===== config.mk =====
export PLATFORM = sky130hd
export DESIGN_NAME = led_sequencer
export DESIGN_NICKNAME = d
export VERILOG_FILES = /design/src/rtl/led_sequencer.sv
export SDC_FILE = /design/constraint.sdc
export NUM_CORES = 1
export LEC_CHECK = 0
export BUFFER_PORTS_ARGS = -buffer_cell sky130_fd_sc_hd__buf_2
export CORE_AREA = 2 2 201 203
export CTS_BUF_LIST = sky130_fd_sc_hd__clkbuf_4 sky130_fd_sc_hd__clkbuf_8
export CTS_CLUSTER_DIAMETER = 30
export CTS_CLUSTER_SIZE = 24
export DETAILED_ROUTE_END_ITERATION = 7
export DIE_AREA = 0 0 203 205
export PLACE_DENSITY_LB_ADDON = 0.15
export SLEW_MARGIN = 20
export SYNTH_ARGS = -nofsm -noshare
export SYNTH_HDL_FRONTEND = slang
export SYNTH_SLANG_ARGS = --single-unit

===== constraint.sdc =====
create_clock -name i_clk -period 3.4 [get_ports i_clk]
set_input_delay 0.68 -clock i_clk [delete_from_list [all_inputs] [get_ports i_clk]]
set_output_delay 0.68 -clock i_clk [all_outputs]
set_load 0.1 [all_outputs]

===== src/rtl/led_sequencer.sv =====
// LED pattern sequencer: Wishbone-loaded pattern entries stepped through by a tick-prescaled FSM.
// Optional LEDSEQ_PWM_EN adds a CTRL[27:24] brightness PWM on o_led (off: o_led is the loaded value).
module led_sequencer #(
   parameter int NLEDS   = 8,
   parameter int LGSTEPS = 4
) (
   input  logic               i_clk,
   input  logic               i_reset_n,
   input  logic               i_wb_cyc,
   input  logic               i_wb_stb,
   input  logic               i_wb_we,
   input  logic [LGSTEPS:0]   i_wb_addr,
   input  logic [31:0]        i_wb_data,
   input  logic [3:0]         i_wb_sel,
   output logic               o_wb_stall,
   output logic               o_wb_ack,
   output logic [31:0]        o_wb_data,
   output logic [NLEDS-1:0]   o_led,
   output logic               o_active,
   output logic               o_int
);
   localparam logic [1:0]  S_IDLE = 2'd0;
   localparam logic [1:0]  S_LOAD = 2'd1;
   localparam logic [1:0]  S_HOLD = 2'd2;
   localparam logic [31:0] ENTRY_MASK = {16'hFFFF, 16'((32'd1 << NLEDS) - 32'd1)};

   logic [31:0]        mem_q [2**LGSTEPS];
   logic [1:0]         state_q, state_d;
   logic [LGSTEPS-1:0] idx_q, idx_d, last_q;
   logic [15:0]        hold_q, hold_d;
   logic [23:0]        pre_q, pre_d, p_q;
   logic [NLEDS-1:0]   led_q, led_d;
   logic               int_q, int_d, done_q, loop_q, ack_q;
   logic [31:0]        rdat_q, rdat_d, ctrl_rd;
   logic               acc, wr, ctrl_wr, pre_wr, ent_wr, start, stop;
   logic [3:0]         bright;

   assign acc     = i_wb_cyc & i_wb_stb;
   assign wr      = acc & i_wb_we & (&i_wb_sel);
   assign ent_wr  = wr & i_wb_addr[LGSTEPS];
   assign ctrl_wr = wr & ~i_wb_addr[LGSTEPS] & (i_wb_addr[LGSTEPS-1:0] == '0);
   assign pre_wr  = wr & ~i_wb_addr[LGSTEPS] & (i_wb_addr[LGSTEPS-1:0] == LGSTEPS'(1));
   assign start   = ctrl_wr & i_wb_data[0] & ~i_wb_data[1];
   assign stop    = ctrl_wr & i_wb_data[1];

   // Pattern storage is deliberately not reset.
   always_ff @(posedge i_clk) begin
      if (ent_wr)
         mem_q[i_wb_addr[LGSTEPS-1:0]] <= i_wb_data & ENTRY_MASK;
   end

   always_comb begin
      state_d = state_q;
      idx_d   = idx_q;
      hold_d  = hold_q;
      pre_d   = pre_q;
      led_d   = led_q;
      int_d   = 1'b0;
      case (state_q)
         S_IDLE: state_d = S_IDLE;
         S_LOAD: begin
            led_d   = mem_q[idx_q][NLEDS-1:0];
            hold_d  = mem_q[idx_q][31:16];
            pre_d   = p_q;
            state_d = S_HOLD;
         end
         S_HOLD: begin
            if (pre_q == '0) begin
               pre_d = p_q;
               if (hold_q == '0) begin
                  if (idx_q != last_q) begin
                     idx_d   = idx_q + LGSTEPS'(1);
                     state_d = S_LOAD;
                  end else if (loop_q) begin
                     idx_d   = '0;
                     state_d = S_LOAD;
                  end else begin
                     state_d = S_IDLE;
                     int_d   = 1'b1;
                  end
               end else begin
                  hold_d = hold_q - 16'd1;
               end
            end else begin
               pre_d = pre_q - 24'd1;
            end
         end
         default: state_d = S_IDLE;
      endcase
      // Software commands override the FSM; STOP freezes the LEDs where they are.
      if (stop) begin
         state_d = S_IDLE;
         led_d   = led_q;
         int_d   = 1'b0;
      end else if (start) begin
         state_d = S_LOAD;
         idx_d   = '0;
         int_d   = 1'b0;
      end
   end

   assign ctrl_rd = {o_active, done_q, 2'b00, bright, 4'h0, 4'(idx_q), 4'h0, 4'(last_q),
                     5'b00000, loop_q, 2'b00};

   always_comb begin
      rdat_d = 32'h0;
      if (i_wb_addr[LGSTEPS])
         rdat_d = mem_q[i_wb_addr[LGSTEPS-1:0]];
      else if (i_wb_addr[LGSTEPS-1:0] == '0)
         rdat_d = ctrl_rd;
      else if (i_wb_addr[LGSTEPS-1:0] == LGSTEPS'(1))
         rdat_d = {8'h00, p_q};
   end

   always_ff @(posedge i_clk or negedge i_reset_n) begin
      if (!i_reset_n) begin
         state_q <= S_IDLE;
         idx_q   <= '0;
         hold_q  <= '0;
         pre_q   <= '0;
         led_q   <= '0;
         int_q   <= 1'b0;
         done_q  <= 1'b0;
         loop_q  <= 1'b0;
         last_q  <= '0;
         p_q     <= '0;
         ack_q   <= 1'b0;
         rdat_q  <= '0;
      end else begin
         state_q <= state_d;
         idx_q   <= idx_d;
         hold_q  <= hold_d;
         pre_q   <= pre_d;
         led_q   <= led_d;
         int_q   <= int_d;
         ack_q   <= acc;
         if (acc)
            rdat_q <= rdat_d;
         if (int_d)
            done_q <= 1'b1;
         else if (ctrl_wr && i_wb_data[30])
            done_q <= 1'b0;
         if (ctrl_wr) begin
            loop_q <= i_wb_data[2];
            last_q <= i_wb_data[8 +: LGSTEPS];
         end
         if (pre_wr)
            p_q <= i_wb_data[23:0];
      end
   end

`ifdef LEDSEQ_PWM_EN
   logic [3:0] bright_q, pwm_q;

   always_ff @(posedge i_clk or negedge i_reset_n) begin
      if (!i_reset_n) begin
         bright_q <= 4'hF;
         pwm_q    <= 4'h0;
      end else begin
         if (ctrl_wr)
            bright_q <= i_wb_data[27:24];
         pwm_q <= (pwm_q == 4'd14) ? 4'h0 : pwm_q + 4'd1;
      end
   end

   // Counter spans 0..14, so B=15 is always on and B=0 always off.
   assign bright = bright_q;
   assign o_led  = led_q & {NLEDS{pwm_q < bright_q}};
`else
   assign bright = 4'h0;
   assign o_led  = led_q;
`endif

   assign o_wb_stall = 1'b0;
   assign o_wb_ack   = ack_q;
   assign o_wb_data  = rdat_q;
   assign o_active   = (state_q != S_IDLE);
   assign o_int      = int_q;
endmodule


==> reports/metrics.csv <==
stage,metric,value,unit
run_status,status,finished with violations,
run_status,violations,negative hold slack,
placed_design,dpl.hpwl,39.93,mm
clock_tree,postCtsSetupBuffers,0,
pwr,vdd_drop_max,0.0004117,V
floorplanning,start_util,59.52,%
sta,setup_viol,0,
yosys,synth.yosys.seq_area_share,61.82,%
setup_path,worstReg2RegStart,pre_q[10],
setup_path,reg2regPathDepth,5,
yosys,syn_avg_cell_area,16.95,sq um
setup_path,crit_cells,5,
setup_path,critPathMaxFanout,11,
pwr,clkPwrFrac,48.7,%
pwr,sequentialPowerShare,44.1,%
final_layout,design_area,27590,sq um
setup_path,critPathSlowestCell,or4_4,
grt,grt_max_degree,55,
final_layout,layout-drive-gt1-share,39.11,%
yosys,ys_async_sr_fraction,23.51,%
setup_path,criticalPathCategory,reg2reg,
setup_path,cp.arrival,3500,ps
flow_run,cap_viol_max_count,0,
grt,globalRoute.busiestLayer,met2,
grt,use_met3,6.554,%
sta,drv_slew,0,
grt,use_met2,50.39,%
drt,routed_wl,63.12,mm
floorplanning,die_h,205,microns
setup_path,rrSetupSlack,470,ps
final_layout,antenna_cells,0,
setup_path,slowest_delay,660,ps
sta,tightest_slew,1008,ps
clock_tree,root_buffer,clkbuf_8,
min_path,hold_class,in2async,
setup_path,crit_buf_inv,0,
pwr,p_sw_share,24.17,%
final_layout,areaGrowthSynthToFinish,17.74,%
drt,via_count,14752,
grt,gr-total-overflow,0,
sta,slew_headroom,32.49,%
final_layout,stdcell_count,2174,
setup_path,startpoint_type,register,
placed_design,port_buffers,88,
drt,vias_per_cell,6.786,
grt,grt_pass1_vias,15104,
clock_tree,clock_latency,680,ps
final_layout,nNetsFinal,1620,
setup_path,cp-startpoint,pre_q[10],
clock_tree,cts.reportedPaths.clkPinSlew,60,ps
clock_tree,htreeDepth,3,
clock_tree,cts_tree,yes,
floorplanning,rows,73,
clock_tree,cts.path.max_buffers,3,
grt,antenna_found_initial,1,
clock_tree,cts.sink_count,502,
sta,finClkSkew,26.69,ps
placed_design,place_inst,1989,
drt,dr.pass1.iters,6,
sta,period_share,86.15,%
placed_design,gp_congestion,0.9390,
floorplanning,io_pins,90,
setup_path,critPathRequiredTime,3970,ps
pwr,p_switching,3.671,mW
clock_tree,numCtsBuffers,99,
sta,hold_ws,-6.533,ps
pwr,p_int,11.52,mW
yosys,syn_inst,1382,
clock_tree,cts-hold-fix-buffers,0,
grt,grt_first_pass_wirelength,94.47,mm
sta,final.min_clock_period,2929,ps
yosys,synth_edf_count,384,
yosys,synthDistinctLibCells,66,
setup_path,r2r-end,state_q[0],
drt,drcViolationCount,0,
setup_path,crit_chain,or4_4 > or3_1 > or4_4 > or3_1 > a32oi_1,
grt,gr-usage-all-layers,31.54,%
sta,fmax,0.3414,GHz
pwr,cellLeakagePower,10.23,nW
sta,hold_viol_final,7,
setup_path,critical-path-top-delay-family,simple AND/OR/NAND/NOR gates,
yosys,yosys_most_used_dff,edfxtp_1,
floorplanning,dieArea,41620,sq um
placed_design,placed_area,25130,sq um
setup_path,critPathCapture,state_q[0],
drt,ant_nets,0,
yosys,synth_warnings,0,
grt,grt_use_met1,43.97,%
sta,setup_tns,0,ps
drt,drtIter0Drc,1768,
yosys,synthesis.nets,1437,
floorplanning,die_w,203,microns
pwr,power_density,550.6,nW/um^2
sta,rsz0062_at_grt,no,
drt,avgRoutedWirePerCell,29.03,microns
yosys,ys_ff_latch,502,
yosys,synth_area,23430,sq um
pwr,combinationalPowerShare,7.1,%
setup_path,endpoint_kind,register,
pwr,total_power,15.19,mW
floorplanning,core_area,39370,sq um
clock_tree,cts_resized,0,
-- synthesized netlist by cell type, drive strengths merged (4+ instances only) --
| master | count | share of area (%) |
|---|---|---|
| edfxtp | 384 | 49 |
| mux4 | 220 | 21 |
| dfrtp | 118 | 13 |
| nand2 | 72 | 1.2 |
| nor2 | 67 | 1.1 |
| clkbuf | 53 | 0.85 |
| o21ai | 51 | 1.1 |
| a21oi | 41 | 0.88 |
| mux2 | 40 | 1.9 |
| buf | 39 | 0.76 |
| nand3 | 36 | 0.77 |
| mux2i | 29 | 1.2 |
| nor3 | 24 | 0.56 |
| inv | 16 | 0.26 |
| nor4 | 16 | 0.51 |
| a221oi | 14 | 0.52 |
| a22oi | 11 | 0.35 |
| nand4 | 11 | 0.29 |
| nor2b | 11 | 0.29 |
| o22ai | 10 | 0.27 |
| ha | 9 | 0.48 |
| nand2b | 9 | 0.24 |
| a211oi | 8 | 0.26 |
| a22o | 7 | 0.26 |
| o21a | 6 | 0.19 |
| and3 | 5 | 0.13 |
| nor3b | 5 | 0.16 |
| or4 | 5 | 0.19 |
| xnor2 | 5 | 0.19 |
| a222oi | 4 | 0.17 |
| a31o | 4 | 0.15 |
| and2 | 4 | 0.11 |
| nand3b | 4 | 0.13 |
| o31ai | 4 | 0.19 |
| or3 | 4 | 0.11 |
-- metal layers --
layer | up-vias | wire length, microns
met4 | 2 | 1708
li1 | 6097 | -
met2 | 794 | 30590
met3 | 130 | 6195
met1 | 7729 | 24610
met5 | - | 16
-- sequential cells by signal (all words and copies together) (netlist names) --
name       count
idx_q          4
o_led          8
pre_q         24
state_q        2
mem_q        384
last_q         4
done_q         1
loop_q         1
o_wb_ack       1
hold_q        16
o_wb_data     32
o_int          1
p_q           24
-- cell usage in the layout (no fill, tap or decap), types with 11 or more instances in the layout --
master / count
buf_2: 85
nor2b_1: 11
a21oi_1: 41
nor4_1: 11
nand2_1: 72
o21ai_0: 28
mux4_2: 220
mux2_2: 39
clkinv_2: 15
nor3_1: 19
buf_12: 13
o21ai_1: 23
a22oi_1: 11
bufinv_16: 19
nand4_1: 11
dfrtp_1: 114
nand3_1: 36
nor2_1: 57
buf_4: 74
a221oi_1: 14
clkinvlp_4: 15
mux2i_1: 29
clkbuf_8: 108
edfxtp_1: 384
inv_1: 16
-- cells by family after synthesis --
logic type	synth area share, %
adder cells (fa/ha/maj)	0.4806
XOR/XNOR	0.2991
AND/OR/NAND/NOR	6.066
AO/OA/AOI/OAI	5.132
flip-flops	61.82
other	0.01601
buffers and inverters	1.880
multiplexers	24.31
-- how the worst min path moves through the flow --
stage | startpoint | to | slack (ps)
3_3_place_gp | o_wb_data[27] | o_wb_data[27] | 460
3_5_place_dp | o_wb_data[28] | o_wb_data[28] | 460
2_1_floorplan | i_reset_n | done_q | 380
4_1_cts | i_reset_n | o_wb_ack | 0.6
5_1_grt | i_reset_n | o_wb_ack | 20
6_report | i_reset_n | o_wb_ack | -7
-- area by class of cell --
| cell class | instances | area [sq um] |
|---|---|---|
| Tap cell | 525 | 656.9 |
| Timing Repair Buffer | 174 | 1264 |
| Multi-Input combinational cell | 771 | 8650 |
| Clock inverter | 72 | 934.6 |
| Inverter | 17 | 63.81 |
| Sequential cell | 502 | 14490 |
| Clock buffer | 113 | 1524 |
| Fill cell | 2558 | 11780 |
-- power groups by stage --
stage	Combinational [mW]	Sequential [mW]	Clock, mW
after floorplan	0.433	7.11	0
after global placement	1.07	6.83	0
after detailed placement	1.08	6.83	0
after CTS	1.09	6.70	7.47
after global routing	1.14	6.71	7.76
final	1.09	6.70	7.40
-- metrics by stage --
stage                     util (%)  worst slack (ps)
after floorplan                  -            -231.5
after CTS                    70.08             467.1
after global routing         70.08             362.2
after detailed placement     63.83             511.7
after global placement       63.83             553.5
final                        70.08             471.0
(Power assumes the default switching activity.)
